[src/rtl/apb_req_arbiter_if.sv]
// Requester-side and APB-master-side signal bundle for apb_req_arbiter.
// The wait_cnt output is present only when APB_ARB_WAITCNT_EN is defined.
interface apb_req_arbiter_if #(
  parameter int unsigned NREQ      = 2,
  parameter int unsigned ADDWIDTH  = 8,
  parameter int unsigned DATAWIDTH = 32
);
  localparam int unsigned AW = ADDWIDTH + 1;
  localparam int unsigned SW = DATAWIDTH / 8;

  // requester side
  logic [NREQ-1:0]           req;
  logic [NREQ-1:0]           req_write;
  logic [NREQ*AW-1:0]        req_addr;
  logic [NREQ*DATAWIDTH-1:0] req_wdata;
  logic [NREQ*SW-1:0]        req_strb;
  logic [NREQ-1:0]           ack;
  logic [DATAWIDTH-1:0]      rdata;
  logic [1:0]                grant_id;
  logic                      busy;
`ifdef APB_ARB_WAITCNT_EN
  logic [15:0]               wait_cnt;
`endif

  // APB master side
  logic                      transfer;
  logic                      PWRITEin;
  logic [AW-1:0]             PADDRin;
  logic [DATAWIDTH-1:0]      PWDATAin;
  logic [SW-1:0]             PSTRBin;
  logic                      PREADY;
  logic [DATAWIDTH-1:0]      PRDATA;

  // arbiter view
  modport slave (
    input  req, req_write, req_addr, req_wdata, req_strb, PREADY, PRDATA,
    output ack, rdata, grant_id, busy, transfer, PWRITEin, PADDRin, PWDATAin, PSTRBin
`ifdef APB_ARB_WAITCNT_EN
    , output wait_cnt
`endif
  );

  // requesters plus master view
  modport master (
    output req, req_write, req_addr, req_wdata, req_strb, PREADY, PRDATA,
    input  ack, rdata, grant_id, busy, transfer, PWRITEin, PADDRin, PWDATAin, PSTRBin
`ifdef APB_ARB_WAITCNT_EN
    , input wait_cnt
`endif
  );
endinterface

[src/rtl/apb_req_arbiter.sv]
// Round-robin arbiter sharing one APB master among NREQ requesters, tracking the
// master's IDLE/SETUP/ACCESS phases. Optional wait-state counter: APB_ARB_WAITCNT_EN.
module apb_req_arbiter #(
  parameter int unsigned NREQ      = 2,
  parameter int unsigned ADDWIDTH  = 8,
  parameter int unsigned DATAWIDTH = 32
) (
  input  logic              PCLK,
  input  logic              PRESET,
  apb_req_arbiter_if.slave  bus
);

  localparam int unsigned AW = ADDWIDTH + 1;
  localparam int unsigned SW = DATAWIDTH / 8;
  localparam int unsigned IW = 2;
`ifdef APB_ARB_WAITCNT_EN
  localparam int unsigned CW = 16;
`endif

  typedef enum logic [1:0] {
    A_IDLE   = 2'd0,
    A_START  = 2'd1,
    A_SETUP  = 2'd2,
    A_ACCESS = 2'd3
  } state_e;

  state_e               state_q,    state_d;
  logic [IW-1:0]        ptr_q,      ptr_d;
  logic [IW-1:0]        gid_q,      gid_d;
  logic                 busy_q,     busy_d;
  logic                 transfer_q, transfer_d;
  logic                 pwrite_q,   pwrite_d;
  logic [AW-1:0]        paddr_q,    paddr_d;
  logic [DATAWIDTH-1:0] pwdata_q,   pwdata_d;
  logic [SW-1:0]        pstrb_q,    pstrb_d;
  logic [DATAWIDTH-1:0] rdata_q,    rdata_d;
  logic [NREQ-1:0]      ack_q,      ack_d;
`ifdef APB_ARB_WAITCNT_EN
  logic [CW-1:0]        wcnt_q,     wcnt_d;
  logic [CW-1:0]        wait_cnt_q, wait_cnt_d;
`endif

  logic                 complete_c;
  logic [NREQ-1:0]      mask_c;
  logic [NREQ-1:0]      elig_c;
  logic                 found_c;
  logic [IW-1:0]        win_c;
  logic [IW-1:0]        nxt_ptr_c;
  logic                 load_c;

  // The grantee stays masked through its completion and ack cycles.
  assign complete_c = (state_q == A_ACCESS) && bus.PREADY;
  assign mask_c     = complete_c ? (NREQ'(1) << gid_q) : ack_q;
  assign elig_c     = bus.req & ~mask_c;

  // First eligible requester at or after the pointer, wrapping modulo NREQ.
  always_comb begin
    found_c = 1'b0;
    win_c   = '0;
    for (int unsigned k = 0; k < NREQ; k++) begin
      int unsigned idx;
      idx = 32'(ptr_q) + k;
      if (idx >= NREQ) idx = idx - NREQ;
      if (!found_c && ((elig_c >> idx) & NREQ'(1)) != '0) begin
        found_c = 1'b1;
        win_c   = IW'(idx);
      end
    end
  end

  assign nxt_ptr_c = ((32'(win_c) + 32'd1) >= NREQ) ? '0 : (win_c + IW'(1));

  // Tracker next state, operand latching and completion handling.
  always_comb begin
    state_d    = state_q;
    ptr_d      = ptr_q;
    gid_d      = gid_q;
    busy_d     = busy_q;
    transfer_d = transfer_q;
    pwrite_d   = pwrite_q;
    paddr_d    = paddr_q;
    pwdata_d   = pwdata_q;
    pstrb_d    = pstrb_q;
    rdata_d    = rdata_q;
    ack_d      = '0;
    load_c     = 1'b0;
`ifdef APB_ARB_WAITCNT_EN
    wcnt_d     = wcnt_q;
    wait_cnt_d = wait_cnt_q;
`endif

    case (state_q)
      A_IDLE: begin
        if (found_c) begin
          load_c  = 1'b1;
          state_d = A_START;
        end
      end
      A_START: state_d = A_SETUP;
      A_SETUP: state_d = A_ACCESS;
      A_ACCESS: begin
        if (bus.PREADY) begin
          rdata_d = bus.PRDATA;
          ack_d   = NREQ'(1) << gid_q;
`ifdef APB_ARB_WAITCNT_EN
          wait_cnt_d = wcnt_q;
`endif
          // Back-to-back: master goes ACCESS -> SETUP with transfer held high.
          if (found_c) begin
            load_c  = 1'b1;
            state_d = A_SETUP;
          end else begin
            state_d    = A_IDLE;
            busy_d     = 1'b0;
            transfer_d = 1'b0;
          end
        end else begin
`ifdef APB_ARB_WAITCNT_EN
          if (wcnt_q != '1) wcnt_d = wcnt_q + CW'(1);
`endif
        end
      end
      default: state_d = A_IDLE;
    endcase

    if (load_c) begin
      gid_d      = win_c;
      ptr_d      = nxt_ptr_c;
      busy_d     = 1'b1;
      transfer_d = 1'b1;
      pwrite_d   = |(bus.req_write & (NREQ'(1) << win_c));
      paddr_d    = AW'(bus.req_addr >> (32'(win_c) * AW));
      pwdata_d   = DATAWIDTH'(bus.req_wdata >> (32'(win_c) * DATAWIDTH));
      pstrb_d    = SW'(bus.req_strb >> (32'(win_c) * SW));
`ifdef APB_ARB_WAITCNT_EN
      wcnt_d     = '0;
`endif
    end
  end

  // Reset aborts any transfer in flight without an ack.
  always_ff @(posedge PCLK) begin
    if (PRESET) begin
      state_q    <= A_IDLE;
      ptr_q      <= '0;
      gid_q      <= '0;
      busy_q     <= 1'b0;
      transfer_q <= 1'b0;
      pwrite_q   <= 1'b0;
      paddr_q    <= '0;
      pwdata_q   <= '0;
      pstrb_q    <= '0;
      rdata_q    <= '0;
      ack_q      <= '0;
`ifdef APB_ARB_WAITCNT_EN
      wcnt_q     <= '0;
      wait_cnt_q <= '0;
`endif
    end else begin
      state_q    <= state_d;
      ptr_q      <= ptr_d;
      gid_q      <= gid_d;
      busy_q     <= busy_d;
      transfer_q <= transfer_d;
      pwrite_q   <= pwrite_d;
      paddr_q    <= paddr_d;
      pwdata_q   <= pwdata_d;
      pstrb_q    <= pstrb_d;
      rdata_q    <= rdata_d;
      ack_q      <= ack_d;
`ifdef APB_ARB_WAITCNT_EN
      wcnt_q     <= wcnt_d;
      wait_cnt_q <= wait_cnt_d;
`endif
    end
  end

  assign bus.ack      = ack_q;
  assign bus.rdata    = rdata_q;
  assign bus.grant_id = gid_q;
  assign bus.busy     = busy_q;
  assign bus.transfer = transfer_q;
  assign bus.PWRITEin = pwrite_q;
  assign bus.PADDRin  = paddr_q;
  assign bus.PWDATAin = pwdata_q;
  assign bus.PSTRBin  = pstrb_q;
`ifdef APB_ARB_WAITCNT_EN
  assign bus.wait_cnt = wait_cnt_q;
`endif

endmodule

[src/flat_wrapper.sv]
// flat-port wrapper written by rule: the top's interface ports become plain ports
module apb_req_arbiter_flat 
#(
  parameter int unsigned NREQ      = 2,
  parameter int unsigned ADDWIDTH  = 8,
  parameter int unsigned DATAWIDTH = 32
)
  (PCLK, PRESET, bus_req, bus_req_write, bus_req_addr, bus_req_wdata, bus_req_strb, bus_PREADY, bus_PRDATA, bus_ack, bus_rdata, bus_grant_id, bus_busy, bus_transfer, bus_PWRITEin, bus_PADDRin, bus_PWDATAin, bus_PSTRBin);
  apb_req_arbiter_if #(.NREQ(NREQ), .ADDWIDTH(ADDWIDTH), .DATAWIDTH(DATAWIDTH)) bus_i ();
  input  logic PCLK;
  input  logic PRESET;
  input wire logic [$bits(bus_i.req)-1:0] bus_req;
  input wire logic [$bits(bus_i.req_write)-1:0] bus_req_write;
  input wire logic [$bits(bus_i.req_addr)-1:0] bus_req_addr;
  input wire logic [$bits(bus_i.req_wdata)-1:0] bus_req_wdata;
  input wire logic [$bits(bus_i.req_strb)-1:0] bus_req_strb;
  input wire logic [$bits(bus_i.PREADY)-1:0] bus_PREADY;
  input wire logic [$bits(bus_i.PRDATA)-1:0] bus_PRDATA;
  output wire logic [$bits(bus_i.ack)-1:0] bus_ack;
  output wire logic [$bits(bus_i.rdata)-1:0] bus_rdata;
  output wire logic [$bits(bus_i.grant_id)-1:0] bus_grant_id;
  output wire logic [$bits(bus_i.busy)-1:0] bus_busy;
  output wire logic [$bits(bus_i.transfer)-1:0] bus_transfer;
  output wire logic [$bits(bus_i.PWRITEin)-1:0] bus_PWRITEin;
  output wire logic [$bits(bus_i.PADDRin)-1:0] bus_PADDRin;
  output wire logic [$bits(bus_i.PWDATAin)-1:0] bus_PWDATAin;
  output wire logic [$bits(bus_i.PSTRBin)-1:0] bus_PSTRBin;
  assign bus_i.req = bus_req;
  assign bus_i.req_write = bus_req_write;
  assign bus_i.req_addr = bus_req_addr;
  assign bus_i.req_wdata = bus_req_wdata;
  assign bus_i.req_strb = bus_req_strb;
  assign bus_i.PREADY = bus_PREADY;
  assign bus_i.PRDATA = bus_PRDATA;
  assign bus_ack = bus_i.ack;
  assign bus_rdata = bus_i.rdata;
  assign bus_grant_id = bus_i.grant_id;
  assign bus_busy = bus_i.busy;
  assign bus_transfer = bus_i.transfer;
  assign bus_PWRITEin = bus_i.PWRITEin;
  assign bus_PADDRin = bus_i.PADDRin;
  assign bus_PWDATAin = bus_i.PWDATAin;
  assign bus_PSTRBin = bus_i.PSTRBin;
  apb_req_arbiter #(.NREQ(NREQ), .ADDWIDTH(ADDWIDTH), .DATAWIDTH(DATAWIDTH)) u_core (.PCLK(PCLK), .PRESET(PRESET), .bus(bus_i));
endmodule
[config.mk]
export PLATFORM = sky130hd
export DESIGN_NAME = apb_req_arbiter_flat
export DESIGN_NICKNAME = d
export VERILOG_FILES = /design/src/rtl/apb_req_arbiter_if.sv /design/src/rtl/apb_req_arbiter.sv /design/src/flat_wrapper.sv
export SDC_FILE = /design/constraint.sdc
export NUM_CORES = 1
export LEC_CHECK = 0
export BUFFER_PORTS_ARGS = -buffer_cell sky130_fd_sc_hd__buf_2
export CAP_MARGIN = 20
export CORE_ASPECT_RATIO = 2
export CORE_MARGIN = 3
export CORE_UTILIZATION = 48
export CTS_BUF_LIST = sky130_fd_sc_hd__clkbuf_8
export CTS_CLUSTER_SIZE = 24
export DETAILED_ROUTE_END_ITERATION = 7
export PLACE_DENSITY = 0.95
export SKIP_CTS_REPAIR_TIMING = 1
export SYNTH_ARGS = -nofsm -noshare
export SYNTH_HDL_FRONTEND = slang
export SYNTH_SLANG_ARGS = --single-unit
[constraint.sdc]
create_clock -name PCLK -period 3.7 [get_ports PCLK]
set_input_delay 0.555 -clock PCLK [delete_from_list [all_inputs] [get_ports PCLK]]
set_output_delay 0.555 -clock PCLK [all_outputs]
set_load 0.005 [all_outputs]
## Yosys cells after proc, flatten, opt, wreduce, memory -nomap -nowiden

Index checks and enable logic that the tools add are counted.
Widths: inputs -> output; s select.

- Add/subtract/negate cells: 5
- Multiply operators: 1
- Divide/modulo/power cells: 0
- Magnitude comparators: 3
- Eq/ne operators: 6
- Shift operators: 7
- Mux-type cells: 19
- Bitwise logic cells: 5
- Reduce and logical (&&, ||, !) cells: 11

Operators with widths:

| operator | count |
|---|---|
| $ge 32x2->1 const B | 2 |
| $mux 32 | 2 |
| $shr 2x32->1 | 2 |
| $shr 64x7->32 | 1 |
| $sub 32x2->32 const B | 1 |
| $shr 18x6->9 | 1 |
| $mux 2 | 7 |
| $mux 1 | 8 |
| $pmux 2 s4 | 1 |
| $shr 8x4->4 | 1 |
| $add 2x1->3 const B | 2 |
| $mul 2x4->6 const B | 1 |
| $and 2x2->2 | 2 |
| $eq 2x2->1 const B | 2 |
| $ne 2x2->1 const B | 2 |
| $reduce_and 2->1 | 2 |
| $reduce_bool 2->1 | 2 |
| $shl 1x2->2 const A | 2 |
| $reduce_and 3->1 | 1 |
| $reduce_or 3->1 | 1 |
| $sub 2x2->3 const B | 1 |
| $add 2x1->2 const B | 1 |
| $eq 2x1->1 const B | 1 |
| $ge 2x2->1 const B | 1 |
| other kinds (8) | 10 |

- Register bits after elaboration: 87
- Latch bits: 0
- Bits in writable memories: 0
- Bits in read-only memories: 0
- Bits of input ports: 129
- Output and inout port bits: 84
- Memories: 0

## Longest topological paths before layout

- Word-level depth: 15
- Depth in mapped cells: 10
- Gate-level depth less buffers: 8

## Least setup slack after synthesis

OpenSTA, ideal clock, no wires.

- Path kind: flip-flop to flip-flop
- From: reg u_core.state_q[1]
- To: reg u_core.pwrite_q (netlist: u_core.bus.PWRITEin)
- Data arrival time: 1924 ps
- Data required time: 3566 ps
- Path slack: 1642 ps
- Cell stages (with the launch flop): 11
- Clock period less this slack: 2058 ps
- Path through: dfxtp_1 > ha_1 > and2_1 > buf_4 > a21oi_1 > a31o_2 > buf_4 > buf_2 > ha_1 > a22oi_1 > a211oi_1

- Longest elaborated chain between the ends: 13
- Elaborated cells between the ends (all ways): 20
- Classes of those cells: eq/ne (1); shift (3); mux (8); bitwise (3); reduce/logical (5)

Ends and longest elaborated chain:

| item | line | text |
|---|---|---|
| start: declaration | apb_req_arbiter.sv:27 | `state_e state_q, state_d;` |
| start signal: assignment | apb_req_arbiter.sv:160 | `state_q <= state_d;` |
| $eq 2x2->1 | apb_req_arbiter.sv:52, apb_req_arbiter.sv:92 |  |
| $logic_and 1x1->1 | apb_req_arbiter.sv:52 | `assign complete_c = (state_q == A_ACCESS) && bus.PREADY;` |
| $mux 2 | apb_req_arbiter.sv:53 | `assign mask_c = complete_c ? (NREQ'(1) << gid_q) : ack_q;` |
| $not 2->2 | apb_req_arbiter.sv:54 | `assign elig_c = bus.req & ~mask_c;` |
| $and 2x2->2 | apb_req_arbiter.sv:54 |  |
| $shr 2x32->1 | apb_req_arbiter.sv:64 | `if (!found_c && ((elig_c >> idx) & NREQ'(1)) != '0) begin` |
| $mux 1 | apb_req_arbiter.sv:64 |  |
| $logic_not 1->1 | apb_req_arbiter.sv:64 |  |
| $logic_and 1x1->1 | apb_req_arbiter.sv:64 |  |
| $mux 1 / $mux 2 (equally long branches) | apb_req_arbiter.sv:64 |  |
| $mux 1 / $shl 1x2->2 (equally long branches) | apb_req_arbiter.sv:94, apb_req_arbiter.sv:109, apb_req_arbiter.sv:131 |  |
| $mux 1 / $and 2x2->2 (equally long branches) | apb_req_arbiter.sv:102, apb_req_arbiter.sv:131 |  |
| $pmux 1 s2 / $reduce_or 2->1 (equally long branches) | apb_req_arbiter.sv:92, apb_req_arbiter.sv:131 |  |
| end signal: assignment | apb_req_arbiter.sv:165 | `pwrite_q <= pwrite_d;` |
| end: declaration | apb_req_arbiter.sv:32 | `logic pwrite_q, pwrite_d;` |

Several ways; a longest one is shown, not always the timed one.
A chain may end at the register's enable or synchronous reset.

## Worst setup path in the final report

- From: reg u_core.state_q[1]
- To: reg u_core.ptr_q[1]

- Longest elaborated chain between the ends: 13
- Elaborated cells between the ends (all ways): 21
- Classes of those cells: add/sub (2); order compare (1); eq/ne (1); shift (2); mux (9); bitwise (2); reduce/logical (4)

Ends and longest elaborated chain:

| item | line | text |
|---|---|---|
| $eq 2x2->1 | apb_req_arbiter.sv:52, apb_req_arbiter.sv:92 |  |
| $logic_and 1x1->1 | apb_req_arbiter.sv:52 |  |
| $mux 2 | apb_req_arbiter.sv:53 |  |
| $not 2->2 | apb_req_arbiter.sv:54 |  |
| $and 2x2->2 | apb_req_arbiter.sv:54 |  |
| $shr 2x32->1 | apb_req_arbiter.sv:64 |  |
| $mux 1 | apb_req_arbiter.sv:64 |  |
| $logic_not 1->1 | apb_req_arbiter.sv:64 |  |
| $logic_and 1x1->1 | apb_req_arbiter.sv:64 |  |
| $mux 2 / $mux 1 (equally long branches) | apb_req_arbiter.sv:64 |  |
| $add 2x1->3 / $mux 1 (equally long branches) | apb_req_arbiter.sv:71, apb_req_arbiter.sv:94, apb_req_arbiter.sv:109 |  |
| $ge 32x2->1 / $mux 1 (equally long branches) | apb_req_arbiter.sv:71, apb_req_arbiter.sv:102 |  |
| $mux 2 / $pmux 1 s2 (equally long branches) | apb_req_arbiter.sv:71, apb_req_arbiter.sv:92 |  |
| end signal: assignment | apb_req_arbiter.sv:161 | `ptr_q <= ptr_d;` |
| end: declaration | apb_req_arbiter.sv:28 | `logic [IW-1:0] ptr_q, ptr_d;` |

Several ways; a longest one is shown, not always the timed one.

==> impl_metrics.yaml <==
grt:
  top_usage_layer: "met2"
  antenna_found_initial: 0
  gr-usage-met1: 0.2270
  use_met2: 0.4321
  use_met3: 0.06026
  overflow: 0
  grt_pass1_vias: 3599
  grt_max_degree: 98
  grt_pass1_wl_um: 15600
  track_usage: 0.2305
min_path:
  worst_hold_path_type: "primary input to flip-flop"
  holdPathEnd: "u_core.bus.rdata[30]"
  hp-start: "bus_PRDATA[30]"
  hold_depth: 3
place:
  routabilityCongestion: 0.7620
  dpl.hpwl_um: 7501
  dp.cells: 726
  portBuffers: 212
detailed_routing:
  routedWlPerCell_um: 13.69
  dr.pass1.iters: 4
  ant_nets: 0
  drt_iter0_markers: 274
  dr_total_vias: 3850
  drc: 0
  viasPerCell: 5.189
  drt-total-wl_um: 10160
cells_and_area:
  multiInputGateArea_mm2: 0.001678
  diodes: 0
  drive_gt1_frac: 0.3662
  final_cell_mix: "212 x buf_2, 157 x nand2_1, 87 x dfxtp_1, 50 x nor2_1, 45 x a311oi_1"
  seq_area_mm2: 0.001742
  final_common_cell: "buf_2"
  fillers: 602
  stdcell_count: 742
  syn_to_final_growth_pct: 34.35
  nets: 781
die:
  core_mm2: 0.007267
  dieArea_mm2: 0.008660
  start_util: 0.4967
  fp.dieW_um: 67.32
  ios: 213
  die_y_um: 128.6
  num_rows: 44
logic_synthesis:
  yosys_warnings: 0
  synth-compound-area-share: 0.1979
  synth_top_family_by_area: "simple AND/OR/NAND/NOR gates"
  synth-seq-area-share: 0.4825
  synth-main-ff-cell: "dfxtp_1"
  synth_edf_count: 0
  synth_xor_area_frac: 0
  muxShareOfSynthArea: 0.003120
  yosysUniqueCellTypes: 34
  async_reset_ff_frac: 0
  syn_area_mm2: 0.003610
  avgSynthCellArea_um2: 7.951
  synthAdderAreaFrac: 0.02426
  synth-simple-area-share: 0.2343
  ys_ff_latch: 87
  synthCells: 454
sta:
  finalSetupViolations: 0
  drv_slew: 0
  post-route-period-util: 0.7981
  rsz0062_at_grt: "false"
  clock.fmax_ghz: 0.3387
  slew_headroom: 0.3036
  fin_crit_ns: 2.953
  finalHoldViolations: 0
  clock_skew_ns: 0.009123
  setup_tns_ns: 0
  tightest_slew_ns: 1.042
run:
  drv_cap: 0
critical_path:
  r2r-start: "u_core.state_q[1]"
  crit_path_end_kind: "flip-flop"
  r2r-end: "u_core.ptr_q[1]"
  crit_path_start_kind: "flip-flop"
  worstPathMaxFanout: 47
  reg2reg_slack_ns: 0.75
  cp.required_ns: 3.97
  rr_worst_depth: 8
  path_class: "flip-flop to flip-flop"
  crit_arrival_ns: 3.22
cts:
  numClockSinks: 87
  clock-root-buffer: "clkbuf_8"
  clock_path_buffers: 2
  htreeDepth: 3
  insertion_delay_ns: 0.34
  clk_pin_slew_ns: 0.09
  cts_buffers: 9
  cts_tree: "built"
power:
  peakVddDrop_v: 0.0003588
  finalPower_mw: 2.916
  pwr_density_cell_mw_per_mm2: 601.3
  power.leakage_nw: 2.290
run_status:
  status: "finished, final reports clean"
final cells by class:
cell class,instances,area share
Tap cell,92,0.02374
Sequential cell,87,0.3591
Multi-Input combinational cell,326,0.3460
Clock buffer,11,0.03122
Timing Repair Buffer,216,0.2276
Clock inverter,5,0.008514
Inverter,5,0.003870
report_power, final:
group	total (mW)	internal, mW	switching (mW)
Combinational	1.01	0.446	0.567
Clock	0.616	0.285	0.331
Sequential	1.29	1.17	0.122
flip-flops by register name, summed over array words and instances (netlist names):
signal,count
u_core.bus.PADDRin,9
u_core.bus.PSTRBin,4
u_core.bus.PWDATAin,32
u_core.bus.PWRITEin,1
u_core.bus.ack,2
u_core.bus.grant_id,2
u_core.bus.rdata,32
u_core.bus.transfer,1
u_core.ptr_q,2
u_core.state_q,2
cell families (layout without fill, tap and decap cells):
kind of cell / count (synthesis) / count (layout)
DFF: 87 / 87
other: 1 / 3
muxes: 1 / 1
adders and majority gates: 7 / 7
AOI/OAI and AO/OA: 98 / 98
buffers and inverters: 43 / 237
and+or+nand+nor: 217 / 217
cells in the mapped netlist (all sizes together) (2+ instances only):
master | n | share of area
nand2 | 157 | 0.16
dfxtp | 87 | 0.48
nor2 | 50 | 0.052
a311oi | 45 | 0.11
a21oi | 37 | 0.052
buf | 21 | 0.034
clkbuf | 17 | 0.018
ha | 7 | 0.024
inv | 5 | 0.0052
a211oi | 3 | 0.0062
o21ai | 3 | 0.0042
and2 | 2 | 0.0035
nor4 | 2 | 0.0035
how the worst max path moves through the flow:
stage	from	to	slack, ns	depth (start not counted)
3_3_place_gp	bus_PREADY	u_core.ptr_q[1]	0.85	8
4_1_cts	u_core.state_q[1]	u_core.ptr_q[1]	0.76	8
3_5_place_dp	u_core.state_q[1]	u_core.ptr_q[1]	0.80	8
6_report	u_core.state_q[1]	u_core.ptr_q[1]	0.75	8
5_1_grt	u_core.state_q[1]	u_core.ptr_q[1]	0.52	8
2_1_floorplan	u_core.state_q[1]	u_core.bus.PWRITEin	1.64	10
critical path, stage by stage, from the launching register on:
cell and delay, ns:
dfxtp_1 0.41, ha_1 0.28, and2_1 0.55, a21oi_1 0.14, a31o_2 0.29, inv_2 0.55
ha_1 0.36, nand3b_1 0.15, a21oi_1 0.14
stage by stage:
step,setup WS (ns),hold WS [ns],util,cell area [um^2]
3_5_place_dp,0.7989,0.4443,0.6408,4657
6_report,0.7471,0.4384,0.6674,4850
5_1_grt,0.5219,0.4193,0.6674,4850
2_1_floorplan,1.642,0.4499,-,3617
3_3_place_gp,0.8515,0.4384,0.6408,4657
4_1_cts,0.7642,0.4194,0.6674,4850
layer usage:
layer | part of all wire | wire length [um]
met1 | 0.35 | 3537
met2 | 0.55 | 5603
met3 | 0.081 | 819
met4 | 0.019 | 194
met5 | 0 | 0
Note: power is estimated with default switching activity, not from simulation.
